## src/rtl/ps2_keystroke_gen_pkg.sv

```systemverilog
// ps2_pkg: shared PS/2 constants, event entry type, FSM states and odd-parity helper for ps2_keystroke_gen
package ps2_pkg;
  localparam logic [7:0] PS2_EXT_PREFIX   = 8'hE0;
  localparam logic [7:0] PS2_BREAK_PREFIX = 8'hF0;
  localparam int         PS2_FRAME_BITS   = 11;
  typedef struct packed {
    logic       ext;
    logic       brk;
    logic [7:0] code;
  } ps2_entry_t;
  typedef enum logic [1:0] {IDLE, BIT_HI, BIT_LO, GAP} ps2_state_t;
  function automatic logic odd_parity(input logic [7:0] b);
    return ~^b;
  endfunction
endpackage

```

## src/rtl/ps2_keystroke_gen_if.sv

```systemverilog
// ps2_keystroke_gen_if: key event valid/ready port (key_valid, key_ready, key_code, key_ext, key_release); master offers events, slave accepts
interface ps2_keystroke_gen_if;
  logic       key_valid;
  logic       key_ready;
  logic [7:0] key_code;
  logic       key_ext;
  logic       key_release;
  modport master (output key_valid, key_code, key_ext, key_release, input key_ready);
  modport slave  (input key_valid, key_code, key_ext, key_release, output key_ready);
endinterface

```

## src/rtl/ps2_cmd_fifo.sv

```systemverilog
// ps2_cmd_fifo: show-ahead event FIFO; ports clk, rst_n (async low), push/din, pop/dout, level (entry count), ready (not full)
module ps2_cmd_fifo
  import ps2_pkg::*;
#(
  parameter int DEPTH = 8
) (
  input  logic                   clk,
  input  logic                   rst_n,
  input  logic                   push,
  input  ps2_entry_t             din,
  input  logic                   pop,
  output ps2_entry_t             dout,
  output logic [$clog2(DEPTH):0] level,
  output logic                   ready
);
  localparam int AW = $clog2(DEPTH);
  ps2_entry_t    mem_q [DEPTH];
  logic [AW-1:0] wr_q, wr_d, rd_q, rd_d;
  logic [AW:0]   level_q, level_d;
  always_comb begin
    wr_d    = push ? wr_q + 1'b1 : wr_q;
    rd_d    = pop ? rd_q + 1'b1 : rd_q;
    level_d = level_q + {{AW{1'b0}}, push} - {{AW{1'b0}}, pop};
  end
  always_ff @(posedge clk or negedge rst_n)
    if (!rst_n) begin
      wr_q    <= '0;
      rd_q    <= '0;
      level_q <= '0;
    end else begin
      wr_q    <= wr_d;
      rd_q    <= rd_d;
      level_q <= level_d;
    end
  always_ff @(posedge clk)
    if (push) mem_q[wr_q] <= din;
  assign dout  = mem_q[rd_q];
  assign level = level_q;
  // depth is a power of two, so the MSB of the count alone flags full
  assign ready = !level_q[AW];
endmodule

```

## src/rtl/ps2_keystroke_gen.sv

```systemverilog
// ps2_keystroke_gen: PS/2 device keystroke generator; ports CLOCK_50, resetn (async low), key (event slave port), PS2_CLK/PS2_DAT, busy, fifo_level
module ps2_keystroke_gen
  import ps2_pkg::*;
#(
  parameter int HALF_CYCLES = 2000,
  parameter int FIFO_DEPTH  = 8,
  parameter int GAP_SLOTS   = 2
) (
  input  logic                        CLOCK_50,
  input  logic                        resetn,
  ps2_keystroke_gen_if.slave          key,
  output logic                        PS2_CLK,
  output logic                        PS2_DAT,
  output logic                        busy,
  output logic [$clog2(FIFO_DEPTH):0] fifo_level
);
  localparam int CW = $clog2(HALF_CYCLES);
  localparam int GW = $clog2(2 * GAP_SLOTS);
  ps2_state_t                state_q, state_d;
  logic [CW-1:0]             cnt_q, cnt_d;
  logic [3:0]                idx_q, idx_d;
  logic [GW-1:0]             gap_q, gap_d;
  logic [7:0]                byte_q, byte_d, code_q, code_d, src_code;
  logic [2:0]                rem_q, rem_d, src_rem;
  logic                      clk_q, clk_d, dat_q, dat_d;
  logic                      pop, load, half_done;
  logic [PS2_FRAME_BITS-1:0] frame;
  ps2_entry_t                wr_entry, rd_entry;
  assign wr_entry = {key.key_ext, key.key_release, key.key_code};
  ps2_cmd_fifo #(.DEPTH(FIFO_DEPTH)) u_fifo (
    .clk   (CLOCK_50),
    .rst_n (resetn),
    .push  (key.key_valid && key.key_ready),
    .din   (wr_entry),
    .pop   (pop),
    .dout  (rd_entry),
    .level (fifo_level),
    .ready (key.key_ready)
  );
  // rem = {E0 pending, F0 pending, code pending}; IDLE takes it fresh from the FIFO head
  always_comb begin
    src_rem   = state_q == IDLE ? {rd_entry.ext, rd_entry.brk, 1'b1} : rem_q;
    src_code  = state_q == IDLE ? rd_entry.code : code_q;
    half_done = cnt_q == '0;
    state_d   = state_q;
    cnt_d     = cnt_q - 1'b1;
    idx_d     = idx_q;
    gap_d     = gap_q;
    byte_d    = byte_q;
    code_d    = code_q;
    rem_d     = rem_q;
    pop       = 1'b0;
    load      = 1'b0;
    case (state_q)
      IDLE: begin
        cnt_d = CW'(HALF_CYCLES - 1);
        pop   = fifo_level != '0;
        load  = pop;
      end
      BIT_HI: if (half_done) begin
        cnt_d   = CW'(HALF_CYCLES - 1);
        state_d = BIT_LO;
      end
      BIT_LO: if (half_done) begin
        cnt_d   = CW'(HALF_CYCLES - 1);
        state_d = idx_q < 4'(PS2_FRAME_BITS - 1) ? BIT_HI : GAP;
        idx_d   = idx_q + 1'b1;
        gap_d   = '0;
      end
      default: if (half_done) begin
        cnt_d = CW'(HALF_CYCLES - 1);
        gap_d = gap_q + 1'b1;
        if (gap_q == GW'(2 * GAP_SLOTS - 1)) begin
          state_d = IDLE;
          load    = rem_q != '0;
        end
      end
    endcase
    if (load) begin
      state_d = BIT_HI;
      idx_d   = '0;
      code_d  = src_code;
      byte_d  = src_rem[2] ? PS2_EXT_PREFIX : src_rem[1] ? PS2_BREAK_PREFIX : src_code;
      rem_d   = src_rem[2] ? {1'b0, src_rem[1:0]} : {2'b00, src_rem[1]};
    end
    frame = {1'b1, odd_parity(byte_q), byte_q, 1'b0};
    clk_d = state_q != BIT_LO;
    dat_d = (state_q == BIT_HI || state_q == BIT_LO) ? frame[idx_q] : 1'b1;
  end
  always_ff @(posedge CLOCK_50 or negedge resetn)
    if (!resetn) begin
      state_q <= IDLE;
      cnt_q   <= '0;
      idx_q   <= '0;
      gap_q   <= '0;
      byte_q  <= '0;
      code_q  <= '0;
      rem_q   <= '0;
      clk_q   <= 1'b1;
      dat_q   <= 1'b1;
    end else begin
      state_q <= state_d;
      cnt_q   <= cnt_d;
      idx_q   <= idx_d;
      gap_q   <= gap_d;
      byte_q  <= byte_d;
      code_q  <= code_d;
      rem_q   <= rem_d;
      clk_q   <= clk_d;
      dat_q   <= dat_d;
    end
  assign PS2_CLK = clk_q;
  assign PS2_DAT = dat_q;
  assign busy    = state_q != IDLE || fifo_level != '0;
endmodule

```

## src/flat_wrapper.sv

```systemverilog
// flat-port wrapper written by rule: the top's interface ports become plain ports
module ps2_keystroke_gen_flat import ps2_pkg::*;
#(
  parameter int HALF_CYCLES = 2000,
  parameter int FIFO_DEPTH  = 8,
  parameter int GAP_SLOTS   = 2
)
  (CLOCK_50, resetn, PS2_CLK, PS2_DAT, busy, fifo_level, key_key_valid, key_key_code, key_key_ext, key_key_release, key_key_ready);
  ps2_keystroke_gen_if key_i ();
  input  logic CLOCK_50;
  input  logic resetn;
  output logic PS2_CLK;
  output logic PS2_DAT;
  output logic busy;
  output logic [$clog2(FIFO_DEPTH):0] fifo_level;
  input wire logic [$bits(key_i.key_valid)-1:0] key_key_valid;
  input wire logic [$bits(key_i.key_code)-1:0] key_key_code;
  input wire logic [$bits(key_i.key_ext)-1:0] key_key_ext;
  input wire logic [$bits(key_i.key_release)-1:0] key_key_release;
  output wire logic [$bits(key_i.key_ready)-1:0] key_key_ready;
  assign key_i.key_valid = key_key_valid;
  assign key_i.key_code = key_key_code;
  assign key_i.key_ext = key_key_ext;
  assign key_i.key_release = key_key_release;
  assign key_key_ready = key_i.key_ready;
  ps2_keystroke_gen #(.HALF_CYCLES(HALF_CYCLES), .FIFO_DEPTH(FIFO_DEPTH), .GAP_SLOTS(GAP_SLOTS)) u_core (.CLOCK_50(CLOCK_50), .resetn(resetn), .key(key_i), .PS2_CLK(PS2_CLK), .PS2_DAT(PS2_DAT), .busy(busy), .fifo_level(fifo_level));
endmodule
```

## config.mk

```make
export PLATFORM = sky130hd
export DESIGN_NAME = ps2_keystroke_gen_flat
export DESIGN_NICKNAME = d
export VERILOG_FILES = /design/src/rtl/ps2_keystroke_gen_pkg.sv /design/src/rtl/ps2_keystroke_gen_if.sv /design/src/rtl/ps2_cmd_fifo.sv /design/src/rtl/ps2_keystroke_gen.sv /design/src/flat_wrapper.sv
export SDC_FILE = /design/constraint.sdc
export NUM_CORES = 1
export LEC_CHECK = 0
export ABC_AREA = 1
export BUFFER_PORTS_ARGS = -buffer_cell sky130_fd_sc_hd__buf_4
export CAP_MARGIN = 0
export CORE_AREA = 3 3 122 124
export CTS_BUF_LIST = sky130_fd_sc_hd__clkbuf_4 sky130_fd_sc_hd__clkbuf_8 sky130_fd_sc_hd__clkbuf_16
export CTS_CLUSTER_SIZE = 16
export DETAILED_ROUTE_END_ITERATION = 8
export DIE_AREA = 0 0 125 127
export RECOVER_POWER = 25
export SYNTH_ARGS = -nofsm -noshare
export SYNTH_HDL_FRONTEND = slang
export SYNTH_HIERARCHICAL = 1
export SYNTH_SLANG_ARGS = --single-unit
```

## constraint.sdc

```tcl
create_clock -name CLOCK_50 -period 4.9 [get_ports CLOCK_50]
set_input_delay 0.49 -clock CLOCK_50 [delete_from_list [all_inputs] [get_ports CLOCK_50]]
set_output_delay 0.49 -clock CLOCK_50 [all_outputs]
set_load 0.01 [all_outputs]
```

* Word level (Yosys, flattened, before mapping)
Memories as Yosys holds them, arrays and structs flattened.
Cells that the tools add are included.
** Cells by class
- Add/sub/neg operators :: 7
- Order comparisons :: 2
- Equality and inequality tests :: 6
- Mux-type cells :: 29
- Bitwise logic cells :: 1
- Reductions and logical operators :: 19
** Operator list (number)
- $mux W8 :: 3
- $mux W11 :: 2
- $mux W2 :: 9
- $mux W4 :: 3
- $logic_not A11 Y1 :: 1
- $sub A11 B1 Y11 const B :: 1
- $reduce_bool A4 Y1 :: 2
- $reduce_xnor A8 Y1 :: 1
- $mux W1 :: 7
- $add A3 B1 Y3 const B :: 2
- $pmux W2 S3 :: 1
- $reduce_and A2 Y1 :: 3
- $reduce_bool A2 Y1 :: 3
- $lt A4 B5 Y1 const B :: 1
- $add A4 B1 Y4 :: 1
- $add A4 B1 Y4 const B :: 1
- $bmux W1 S4 :: 1
- $eq A2 B2 Y1 const B :: 2
- $lt A4 B4 Y1 const B :: 1
- $ne A2 B2 Y1 const B :: 2
- $pmux W2 S2 :: 1
- $reduce_or A2 Y1 :: 2
- $sub A4 B1 Y4 :: 1
- $mux W3 :: 1
- 11 further kinds :: 12
** Word-level totals
- Bits in registers :: 50
- Memory bits (writable) :: 80
- Bits of input ports :: 13
- Output and inout bits :: 8
- Word-level logic and storage cells :: 78
- Memories kept :: 1
** Memories
- u_core.u_fifo.mem_q :: depth 8, bits a word 10, rd ports 1, clocked after memory_dff 0, write ports 1, line ps2_cmd_fifo.sv:17 : ps2_entry_t mem_q [DEPTH];

* Logic depth before layout (Yosys ltp)
- Word-level depth :: 6
- Depth in mapped cells :: 13
- Mapped depth without buffers :: 11

* By module
Netlist, hierarchy kept.
** Modules (own cells, without submodules)
- ps2_cmd_fifo :: times used 1, cells each 408, area an instance 4091.4 µm², sequential area each 2652.5 µm²
- ps2_keystroke_gen :: times used 1, cells each 278, area an instance 2167.1 µm², sequential area each 978.4 µm²

* Worst setup path after synthesis
Ideal clock, no wire load.
- Kind :: register to register
- From :: register u_core.state_q[0]
- To :: register u_core.u_fifo.level_q[2] (netlist: u_core/u_fifo/level[2])
- Library setup time :: 123 ps
- Arrival :: 2229 ps
- Data required time :: 4777 ps
- Slack :: 2548 ps
- Cell stages (with the launch flop) :: 12
- Buffers on the path :: 1
- Period minus slack after synthesis :: 2352 ps
- Cell sequence :: dfrtp_1 inv_1 ha_1 buf_2 inv_1 nor2_1 ha_1 inv_1 ha_1 inv_1 fa_1 xnor2_1
** Between the ends
- Longest elaborated chain between the ends :: 3
** RTL lines
- from (decl) :: line ps2_keystroke_gen.sv:19 : ps2_state_t state_q, state_d;
- from (signal assigned) :: line ps2_keystroke_gen.sv:102 : state_q <= state_d;
- $logic_not A2 Y1 :: line ps2_keystroke_gen.sv:54 : case (state_q)
- $mux W1 :: line ps2_keystroke_gen.sv:54
- via u_core.pop :: line ps2_keystroke_gen.sv:26 : logic pop, load, half_done;
- $sub A4 B1 Y4 :: line ps2_cmd_fifo.sv:23 : level_d = level_q + {{AW{1'b0}}, push} - {{AW{1'b0}}, pop};
- via u_core.u_fifo.level_d[2] :: line ps2_cmd_fifo.sv:19 : logic [AW:0] level_q, level_d;
- to (signal assigned) :: line ps2_cmd_fifo.sv:33 : level_q <= level_d;
- to (decl) :: line ps2_cmd_fifo.sv:19
The timed path passes the listed nets, and every way through them passes these cells.
A chain may end at the register's enable or synchronous reset.

* Worst setup path after layout
- From :: register u_core.state_q[1]
- To :: register u_core.u_fifo.level_q[2] (netlist: u_core/u_fifo/level[2])
Same word-level chain as after synthesis.

==> out/metrics.cfg <==
[synth]
syn_avg_cell_area_um2=9.12
yosysSeqAreaShare_pct=58.0
synth_edf_count=80
synth_top_family_by_area=simple AND/OR/NAND/NOR gates
async_flop_share_pct=38.0
synth_xor_area_share_pct=1.82
synth_top_area_share_pct=38.4
yosys_warnings=6
synth_cells=686
ys.flop_type=edfxtp_1
synth_fa_ha_area_share_pct=2.92
synthTopCellsByArea=edfxtp_1, dfrtp_1, nand2_1
synth.largest_area_cell=edfxtp_1
synth_mux_area_share_pct=0
synth_compound_area_share_pct=4.82
synth-simple-area-share_pct=22.0
synth.cell_area_mm2=0.00626
synth_seq_cells=129
syn_nets=713
yosysUniqueCellTypes=37

[power]
peakVddDrop_mv=0.321
power_density_mw_per_mm2=333
p_leak_nw=3.25

[clock_tree]
clk_pin_slew_ps=50
ctsHoldBuffers=0
cts_max_level=4
cts-buffers-inserted=17
cts_sinks=129
cts_max_path_buffers=2
cts-resized-gates=0
cts_tree=built
postCtsSetupRepairBufs=0
worst_skew_pair.late_latency_ps=410
cts_root_buffer=clkbuf_16

[die]
die_h_um=127
dieArea_mm2=0.0159
die_w_um=125
ios=21
initial_core_util_pct=45.1
core-area_mm2=0.0139
rows=43

[route]
wl_per_cell_um=13.2
wl_mm=11.8
drtIter0Drc=203
num_vias=4235
first_pass_iters=4
drc=0
viasPerCell=4.71
ant_nets=0

[setup_path]
crit_buf_inv=4
arrival_ps=3240
path_common_cell=inv_1
path_cells=inv_1 > ha_1 > inv_1 > nor2_1 > ha_1 > inv_1 > ha_1 > inv_1 > fa_1 > xnor2_1
cp_max_fo=23
start_kind=flip-flop
endpoint_kind=flip-flop
path_class=flip-flop to flip-flop
r2r_slack_ps=1950
startpoint=u_core/state_q[1]$_DFFE_PN0P_
slowest_stage=ha_1
crit_family=adder cells
crit_required_ps=5190
cpPeakStageDelay_ps=610
rr_startpoint=u_core/state_q[1]$_DFFE_PN0P_

[finish]
fin_nets=734
final_cell_mix=nand2_1, inv_1, edfxtp_1, nand3_1, dfrtp_1
drive_gt1_share_pct=9.60
syn_to_final_growth_pct=12.1
final_common_cell=nand2_1
n_fill_cell=1240
antennaDiodeCount=0
final_util_pct=50.5

[timing]
relSlewSlack_pct=24.3
period_share_pct=60.2
whs_ps=102
tightestPinTransition_ps=1130
fmax_mhz=339
finalHoldViolations=0
finClkSkew_ps=5.32
drv_slew=0
setup_viol=0
fin_tns_setup_ps=0
rsz0062_at_grt=false
layout_min_cycle_time_ps=2950

[global_routing]
grt_usage_pct=15.9
grt_max_degree=50
grt_pass1_vias=4123
grt_pass1_wl_mm=19.9
overflow=0
antenna_found_initial=0

[place]
routabilityCongestion=0.739
hpwl_mm=7.71
io_buffers=20

[status]
status=finished, final reports clean

[job]
drv_cap=0

[min_path]
hold_path.class=input port to asynchronous set/reset pin

cell type report:
type / count / area (um2) / share of cell area, %
clock buffers: 21 / 455 / 6.49
clock inverters: 10 / 93.8 / 1.34
inverters: 133 / 504 / 7.19
multi-input cells: 404 / 1980 / 28.2
flip-flops and latches: 129 / 3630 / 51.8
well taps: 180 / 225 / 3.21
repair buffers: 22 / 128 / 1.82
per-stage QoR:
step                cell area (um2)  power, mW  std cells  worst slack, ps
CTS                            7050       2.38        899             1910
detailed placement             6500       1.20        868             1920
global placement               6500       1.20        868             2090
finish                         7010       2.34        899             1950
global route                   7010       2.43        899             1640
floorplan                      6260       1.18        686             2550
cells by family (layout without fill, tap and decap cells):
group,after synthesis,in the layout
adder cells (fa/ha/maj),14,14
AO/OA/AOI/OAI,55,55
XOR/XNOR,13,13
AND/OR/NAND/NOR,322,322
buffers and inverters,153,186
flip-flops,129,129
metal layers:
layer / track usage, % / part of all wire (%)
met4: 5.87 / 1.2
met1: 19.8 / 46
met5: 0 / 0
met3: 4.56 / 4.2
met2: 26.4 / 49
worst reg2reg max path: stages, from the launching register on:
cell	delay, ps
dfrtp_1	410
inv_1	100
ha_1	610
inv_1	250
nor2_1	370
ha_1	290
inv_1	60
ha_1	160
inv_1	60
fa_1	380
xnor2_1	140
synthesized netlist by cell type, types with 4 or more instances:
cell,instances
nand2_2,15
o21ai_0,31
inv_1,131
xnor2_1,5
o21ai_1,6
a21oi_1,9
edfxtp_1,80
ha_1,13
buf_2,8
xor2_1,8
nand2_1,216
dfrtp_1,47
nand3_1,55
buf_4,4
nor2_1,21
buf_6,6
o211ai_1,4
sequential cells by signal (all words and copies together) (netlist names), 2 cells and up:
signal / cells
u_core/byte_q: 8
u_core/cnt_q: 11
u_core/code_q: 8
u_core/gap_q: 2
u_core/idx_q: 4
u_core/rem_q: 2
u_core/state_q: 2
u_core/u_fifo/level: 4
u_core/u_fifo/mem_q: 80
u_core/u_fifo/rd_q: 3
u_core/u_fifo/wr_q: 3
final timing paths:
| path | end | cells past startpoint |
|---|---|---|
| min | u_core/code_q[5]$_DFFE_PN0P_ | 1 |
| min in group CLOCK_50 | u_core/u_fifo/mem_q[0][7]$_DFFE_PP_ | 1 |
| max | u_core/u_fifo/level[2]$_DFF_PN0_ | 10 |
| min reg2reg | u_core/cnt_q[0]$_DFF_PN0_ | 1 |
| max reg2reg | u_core/u_fifo/level[2]$_DFF_PN0_ | 10 |
| max in group asynchronous | u_core/u_fifo/wr_q[2]$_DFFE_PN0P_ | 1 |
power by group:
part           leakage [nW]  total [mW]  internal, mW  switching [mW]
logic                  1.70      0.0189       0.00273          0.0161
registers              1.28        1.16          1.16               0
clock network         0.276        1.16         0.754           0.407
total                  3.25        2.34          1.92           0.423
Note: power is estimated with default switching activity, not from simulation.
